==> src/rtl/mac_out_buf_pkg.sv <==
// Shared widths and constants for the MAC output buffer.
package mac_out_buf_pkg;

  localparam int FP16_W   = 16;
  localparam int SIGN_BIT = 15;
  localparam int WORD_W   = 32;

  localparam logic [FP16_W-1:0] ZERO_FP16 = 16'h0000;

  // ReLU on an FP16 value: any result with the sign bit set (including -0.0) becomes +0.0.
  function automatic logic [FP16_W-1:0] relu_fp16(input logic [FP16_W-1:0] v);
    return v[SIGN_BIT] ? ZERO_FP16 : v;
  endfunction

endpackage

==> src/rtl/mac_out_fifo.sv <==
// Synchronous FIFO of packed result words. The head is driven from the storage registers and reads
// as zero while the FIFO is empty.
module mac_out_fifo
  import mac_out_buf_pkg::*;
#(
  parameter int DEPTH = 8,
  localparam int AW   = $clog2(DEPTH)
) (
  input  logic              i_clk,
  input  logic              i_rst_n,
  input  logic              wr_en,
  input  logic [WORD_W-1:0] wr_data,
  input  logic              rd_en,
  output logic [WORD_W-1:0] rd_data,
  output logic [AW:0]       count,
  output logic              full,
  output logic              empty
);

  logic [WORD_W-1:0] mem [DEPTH];
  logic [AW-1:0]     wr_ptr;
  logic [AW-1:0]     rd_ptr;
  logic [AW:0]       count_r;

  // Storage write; contents need no reset because count gates visibility.
  always_ff @(posedge i_clk) begin
    if (wr_en) begin
      mem[wr_ptr] <= wr_data;
    end
  end

  // Pointers wrap naturally at DEPTH (power of two); count tracks occupancy.
  always_ff @(posedge i_clk) begin
    if (!i_rst_n) begin
      wr_ptr  <= '0;
      rd_ptr  <= '0;
      count_r <= '0;
    end else begin
      if (wr_en) wr_ptr <= wr_ptr + 1'b1;
      if (rd_en) rd_ptr <= rd_ptr + 1'b1;
      case ({wr_en, rd_en})
        2'b10:   count_r <= count_r + 1'b1;
        2'b01:   count_r <= count_r - 1'b1;
        default: count_r <= count_r;
      endcase
    end
  end

  assign count   = count_r;
  assign full    = (count_r == DEPTH[AW:0]);
  assign empty   = (count_r == '0);
  assign rd_data = empty ? '0 : mem[rd_ptr];

endmodule

==> src/rtl/mac_out_buf.sv <==
// Output buffer behind MAC stage 5: optional ReLU, packs two FP16 results per 32-bit word,
// queues words for write-back and stalls the MAC pipeline when it cannot accept.
// Handshake: a MAC sample is consumed at a clock edge iff i_valid=1 and o_inhibit=0; a word
// leaves at a clock edge iff o_valid=1 and i_ready=1, and o_data holds while o_valid & ~i_ready.
module mac_out_buf
  import mac_out_buf_pkg::*;
#(
  parameter int DEPTH   = 8,
  parameter bit RELU_EN = 1'b0
) (
  input  logic                     i_clk,
  input  logic                     i_rst_n,
  input  logic                     i_valid,
  input  logic [FP16_W-1:0]        i_conv,
  input  logic                     i_flush,
  output logic                     o_inhibit,
  output logic                     o_valid,
  output logic [WORD_W-1:0]        o_data,
  input  logic                     i_ready,
  output logic [$clog2(DEPTH):0]   o_count,
  output logic                     o_empty,
  output logic [50:0]              o_transistor_num
);

  logic              half_vld;
  logic              flush_pend;
  logic [FP16_W-1:0] half_r;

  logic              fifo_full;
  logic              fifo_empty;
  logic              wr_en;
  logic [WORD_W-1:0] wr_data;
  logic              rd_en;
  logic              accept;
  logic              room;
  logic [FP16_W-1:0] sample;

  // Stall comes from registers only, so there is no input-to-inhibit combinational path.
  assign o_inhibit = fifo_full | flush_pend;
  assign accept    = i_valid & ~o_inhibit;
  assign sample    = RELU_EN ? relu_fp16(i_conv) : i_conv;
  assign rd_en     = o_valid & i_ready;
  // A full FIFO still has room for one word when its head leaves in the same cycle.
  assign room      = ~fifo_full | rd_en;

  // Select the single FIFO write for this cycle: deferred pad, completed pair, or flush pad.
  always_comb begin
    wr_en   = 1'b0;
    wr_data = '0;
    if (flush_pend) begin
      wr_en   = room;
      wr_data = {ZERO_FP16, half_r};
    end else if (accept) begin
      if (half_vld) begin
        wr_en   = 1'b1;
        wr_data = {sample, half_r};
      end else if (i_flush) begin
        wr_en   = 1'b1;
        wr_data = {ZERO_FP16, sample};
      end
    end else if (i_flush && half_vld) begin
      wr_en   = room;
      wr_data = {ZERO_FP16, half_r};
    end
  end

  // Half-word and pending-flush state. Because accepts are blocked while full, a half word
  // normally never meets a full FIFO; the deferred-pad path keeps flush safe regardless.
  always_ff @(posedge i_clk) begin
    if (!i_rst_n) begin
      half_vld   <= 1'b0;
      flush_pend <= 1'b0;
      half_r     <= '0;
    end else if (flush_pend) begin
      if (room) begin
        flush_pend <= 1'b0;
        half_vld   <= 1'b0;
      end
    end else if (accept) begin
      if (half_vld) begin
        half_vld <= 1'b0;
      end else if (!i_flush) begin
        half_vld <= 1'b1;
        half_r   <= sample;
      end
    end else if (i_flush && half_vld) begin
      if (room) half_vld   <= 1'b0;
      else      flush_pend <= 1'b1;
    end
  end

  mac_out_fifo #(.DEPTH(DEPTH)) u_fifo (
    .i_clk   (i_clk),
    .i_rst_n (i_rst_n),
    .wr_en   (wr_en),
    .wr_data (wr_data),
    .rd_en   (rd_en),
    .rd_data (o_data),
    .count   (o_count),
    .full    (fifo_full),
    .empty   (fifo_empty)
  );

  assign o_valid          = ~fifo_empty;
  assign o_empty          = fifo_empty & ~half_vld & ~flush_pend;
  assign o_transistor_num = '0;

endmodule

==> config.mk <==
export PLATFORM = sky130hd
export DESIGN_NAME = mac_out_buf
export DESIGN_NICKNAME = d
export VERILOG_FILES = /design/src/rtl/mac_out_buf_pkg.sv /design/src/rtl/mac_out_fifo.sv /design/src/rtl/mac_out_buf.sv
export SDC_FILE = /design/constraint.sdc
export NUM_CORES = 1
export LEC_CHECK = 0
export ABC_AREA = 1
export ABC_CLOCK_PERIOD_IN_PS = 5400
export CORE_MARGIN = 1.5
export CORE_UTILIZATION = 39
export DETAILED_ROUTE_END_ITERATION = 8
export GPL_TIMING_DRIVEN = 0
export PLACE_DENSITY = 0.58
export SYNTH_ARGS = -nofsm -noshare
export SYNTH_HDL_FRONTEND = slang
export SYNTH_SLANG_ARGS = --single-unit
==> constraint.sdc <==
create_clock -name i_clk -period 5.4 [get_ports i_clk]
set_input_delay 1.08 -clock i_clk [delete_from_list [all_inputs] [get_ports i_clk]]
set_output_delay 1.08 -clock i_clk [all_outputs]
set_load 0.01 [all_outputs]
Yosys cells after proc, flatten, opt, wreduce, memory -nomap -nowiden --
Memories as Yosys holds them, arrays and structs flattened. A register that Yosys moved wholly into a read port is not among the register bits. Cells that the tools add are included. W data, S select, Z words.
Word-level totals: bits in registers 28, latch bits 0, bits in writable memories 256, ROM bits 0, input bits 21, output and inout port bits 90, logic and storage cells 57, memories 1
Memories:
- u_fifo.mem | words 8, width 32, rd ports 1, clocked after memory_dff 1, write ports 1, line mac_out_fifo.sv:20 | logic [WORD_W-1:0] mem [DEPTH];
Cells by class: add/sub/neg operators 4, multipliers 0, divide/modulo/power cells 0, $lt $le $gt $ge 0, equal/unequal tests 3, shifts and indexed selects 0, muxes and demuxes 26, bitwise gates (word level) 12, reductions and logical operators 5
Operators with widths (number):
- $mux W32 | 4
- $mux W16 | 2
- $mux W1 | 17
- $pmux W4 S2 | 1
- $add A3 B1 Y3 const B | 2
- $mux W3 | 2
- $not A1 Y1 | 6
- $add A4 B1 Y4 const B | 1
- $and A1 B1 Y1 | 4
- $eq A4 B4 Y1 const B | 1
- $logic_not A4 Y1 | 1
- $reduce_and A4 Y1 | 1
- $sub A4 B1 Y4 const B | 1
- $reduce_bool A3 Y1 | 1
- $eq A2 B1 Y1 const B | 1
- $eq A2 B2 Y1 const B | 1
- $or A1 B1 Y1 | 2
- $reduce_bool A2 Y1 | 1
- $logic_and A1 B1 Y1 | 1

Longest topological paths before layout --
depth in word-level cells 9, depth in mapped cells 16, gate-level depth less buffers 15

Modules after synthesis --
From an unflattened synthesis, not the netlist that was laid out.
Second synthesis, totals: cells, all modules 1133, area total of the unflattened synthesis 12455.7 µm²
By module, submodules not included:
- mac_out_fifo | instances 1, cells each 846, area each 10721.5 µm², sequential area each 7947.6 µm²
- mac_out_buf | instances 1, cells each 287, area each 1734.2 µm², sequential area each 360.3 µm²

Worst setup path before layout --
Ideal clock, no wire load.
path kind input-to-reg, start input port i_flush, end memory u_fifo.mem[0][0] (enable), setup time 421 ps, data arrival time 2969 ps, required time 4979 ps, slack 2010 ps, cell stages on the path 4, path buffers 0, path through a21oi_1 o21ai_4 nand3b_2 nor2_1
Between the ends: cells in the longest elaborated chain, start to end 6, elaborated cells between the ends (all ways) 8, those cells by class mux (7); reduce/logical (1)
Ends and longest elaborated chain:
- start, declared | line mac_out_buf.sv:15 | input logic i_flush,
- $mux W1 or $logic_and A1 B1 Y1 (tied branches) | line mac_out_buf.sv:57, mac_out_buf.sv:61
- $mux W1 (on tied branches) | line mac_out_buf.sv:54, mac_out_buf.sv:61
- $mux W1 (*) | line mac_out_buf.sv:53 | end else if (accept) begin
- $mux W1 (*) | line mac_out_buf.sv:50 | if (flush_pend) begin
- $mux W1 (*) | line mac_out_fifo.sv:27 | if (wr_en) begin
- $mux W1 (not written as such) (*) | line mac_out_fifo.sv:28 | mem[wr_ptr] <= wr_data;
- end, declared | line mac_out_fifo.sv:20
Every way passes the cells marked *; elsewhere a longest branch is shown, timed or not.

Worst setup path after layout --
start register u_fifo.count_r[2] (netlist: u_fifo.count[2]), end output port o_data[27]
Between the ends: cells in the longest elaborated chain, start to end 2
Ends and longest elaborated chain:
- start, declared | line mac_out_fifo.sv:23 | logic [AW:0] count_r;
- start signal, assigned | line mac_out_fifo.sv:42 | 2'b10: count_r <= count_r + 1'b1;
- start signal, assigned | line mac_out_fifo.sv:43 | 2'b01: count_r <= count_r - 1'b1;
- start signal, assigned | line mac_out_fifo.sv:44 | default: count_r <= count_r;
- $logic_not A4 Y1 | line mac_out_fifo.sv:51 | assign empty = (count_r == '0);
- $mux W32 | line mac_out_fifo.sv:52 | assign rd_data = empty ? '0 : mem[rd_ptr];
- end, declared | line mac_out_buf.sv:18 | output logic [WORD_W-1:0] o_data,
Every way passes these cells.

==> reports/metrics.cfg <==
[layout]
final_common_cell=edfxtp_1
layout_common_cells=edfxtp_1, nor2_1, o21ai_0
drive_gt1_frac=0.127
fill_cells=2739
final_util=0.476
area_delta_synth_final_pct=20.3
nets=1208
antenna_cells=0

[clock_tree]
cts_tree=built
cts_resized=0
clockBufferDepth=3
hold_buffers=0
clock-sinks=287
cts_root_buf=clkbuf_16
cts_max_level=1
numCtsBuffers=30
post_cts_buffers=0
clkTransAtPathRegs_ps=60
clock_latency_ps=560

[sta]
maxSlewViolCount=0
tightestPinTransition_ps=1040
setup-tns-final_ps=0
timing.final.crit_share=0.756
finalHoldViolCount=0
min_period_ps=4080
slew_headroom=0.302
rsz0062_at_grt=false
fmax_ghz=0.245
setup_viol=0
skew_ps=7.23
holdWs_ps=447

[drt]
drt-met1-wl_um=12600
vias=8086
drt-total-wl_um=29400
drc=0
firstDrtPassIters=5
drtIter0Drc=645
via_per_inst=5.05
ant_nets=0
top_layer=met4
detail_route.wl_per_cell_um=18.4
route.met3.wl_um=2080
wl_met2_um=14000

[power_and_ir_drop]
power.internal_mw=4.61
pwr-share-clk=0.290
p_switching_mw=2.28
vdd_ir_drop_max_mv=0.287
seqPwrFrac=0.384
p_per_area_nw_per_um2=473
swShare=0.331
combinationalPowerShare=0.325
p_total_mw=6.89
leakagePower_nw=5.29

[floorplan]
std_cell_rows=64
die_h_um=179
start_util=0.396
die_w_um=179
pin_count=111
dieArea_um2=32100
core_um2=30600

[critical_path]
reg2reg_slack_ps=2850
endpoint=o_data[27]
arrival_ps=3000
reg2reg_from=u_fifo.count[0]$_SDFFE_PN0P_
critPathKind=reg2out
rr_endpoint=u_fifo.count[2]$_SDFFE_PN0P_
worst-path-max-fanout=10
cp-startpoint=u_fifo.count[2]$_SDFFE_PN0P_
cp-start-kind=flop
ff2ff_path_depth=13
crit_required_ps=4320
cp-end-kind=output pin

[synth]
synth.area.mux_share=0.0265
netlist_area_um2=12100
synth_cells=1034
ys_warn_count=0
synthAdderAreaFrac=0.00517
synthSimpleGateAreaFrac=0.0995
synthXorXnorAreaFrac=0.00145
ys_seq_elements=287
synth_compound_area_frac=0.112
syn_area_per_cell_um2=11.7
synth.distinct_cells=32
synth_top_family_by_area=compound AO/OA/AOI/OAI gates
ys_seq_area_frac=0.686

[grt]
grt_pass1_wl_um=45100
grt_max_degree=33
grt.total_usage=0.188
overflow=0
antenna_found_initial=0
grt_pass1_vias=7757

[run_status]
outcome=finished clean

[flow_run]
cap_violations=0

[placed_design]
gp_congestion=0.825
hpwlAfterDp_um=19800
port_buffers=59

[hold_path]
hold_path.class=reg2reg

==> cells in the mapped netlist, drive strengths merged <==
master    n  area [um^2]
o22ai    32          200
mux2i    32          320
dfxtp    31          621
nor4      1         6.26
clkbuf   29          113
ha        5         62.6
edfxtp  256         7690
a21oi    26          130
nand2    53          199
nand4     3         25.0
a31oi     1         6.26
buf      82          579
inv      37          139
nand3b    1         11.3
xnor2     2         17.5
nor2    229          862
nand3    10         80.1
conb      1         3.75
nor3      2         21.3
o21ai   201         1020
==> cells by family (layout without fill, tap and decap cells) <==
| family | count (synthesis) | count (layout) |
|---|---|---|
| compound gates | 260 | 260 |
| mux | 32 | 32 |
| buf+inv | 148 | 270 |
| fa+ha+maj | 5 | 5 |
| simple gates | 299 | 299 |
| xor+xnor | 2 | 2 |
| flops | 287 | 287 |
| other cells | 1 | 51 |
==> routing by layer <==
metal / up-vias / GRT usage
li1: 3851 / -
met1: 3876 / 0.251
met2: 308 / 0.314
met3: 51 / 0.0274
met4: 0 / 0.0592
met5: - / 0
==> flip-flops by register name, summed over array words and instances, names as in the netlist, named ones only <==
| signal | cells |
|---|---|
| flush_pend | 1 |
| u_fifo.mem | 256 |
| half_vld | 1 |
| u_fifo.wr_ptr | 3 |
| half_r | 16 |
| u_fifo.rd_ptr | 3 |
| u_fifo.count | 4 |
==> through the flow <==
step | instance area, um^2 | cells | setup slack (ps)
after global placement | 13400 | 1539 | -133
after global routing | 14600 | 1602 | 1100
final | 14600 | 1602 | 1320
after detailed placement | 13600 | 1546 | 1860
after floorplan | 12300 | 1084 | 2010
after CTS | 14600 | 1602 | 1330
==> worst min path at each step <==
| stage | to | depth (start not counted) | start |
|---|---|---|---|
| CTS | half_r[11]$_SDFFE_PN0P_ | 2 | half_r[11]$_SDFFE_PN0P_ |
| global route | half_r[3]$_SDFFE_PN0P_ | 2 | half_r[3]$_SDFFE_PN0P_ |
| global placement | half_r[1]$_SDFFE_PN0P_ | 2 | half_r[1]$_SDFFE_PN0P_ |
| detailed placement | half_r[4]$_SDFFE_PN0P_ | 2 | half_r[4]$_SDFFE_PN0P_ |
| finish | half_r[8]$_SDFFE_PN0P_ | 2 | half_r[8]$_SDFFE_PN0P_ |
| floorplan | half_r[15]$_SDFFE_PN0P_ | 2 | half_r[15]$_SDFFE_PN0P_ |
==> final cells by class <==
type	count	area, um^2	area share
Buffer	111	692	0.0475
Clock buffer	44	908	0.0624
Clock inverter	12	62.6	0.00430
Inverter	37	139	0.00954
Multi-Input combinational cell	649	3210	0.221
Sequential cell	287	8310	0.570
Tap cell	396	495	0.0340
Timing Repair Buffer	66	746	0.0512
==> worst max-delay path: stages, from the launching register on <==
cell             delay, ps
dfxtp_1                380
inv_1                  120
nand3_1                450
clkbuf_1               500
o21ai_0                280
nor2_1                 170
clkdlybuf4s50_1        550
==> power groups by stage <==
stage,logic [mW],clock network [mW],registers (mW)
CTS,2.26,2.03,2.65
detailed placement,2.25,0,2.69
floorplan,1.28,0,2.69
global placement,2.20,0,2.70
global route,2.49,2.11,2.66
finish,2.24,2.00,2.65
(Power assumes the default switching activity.)
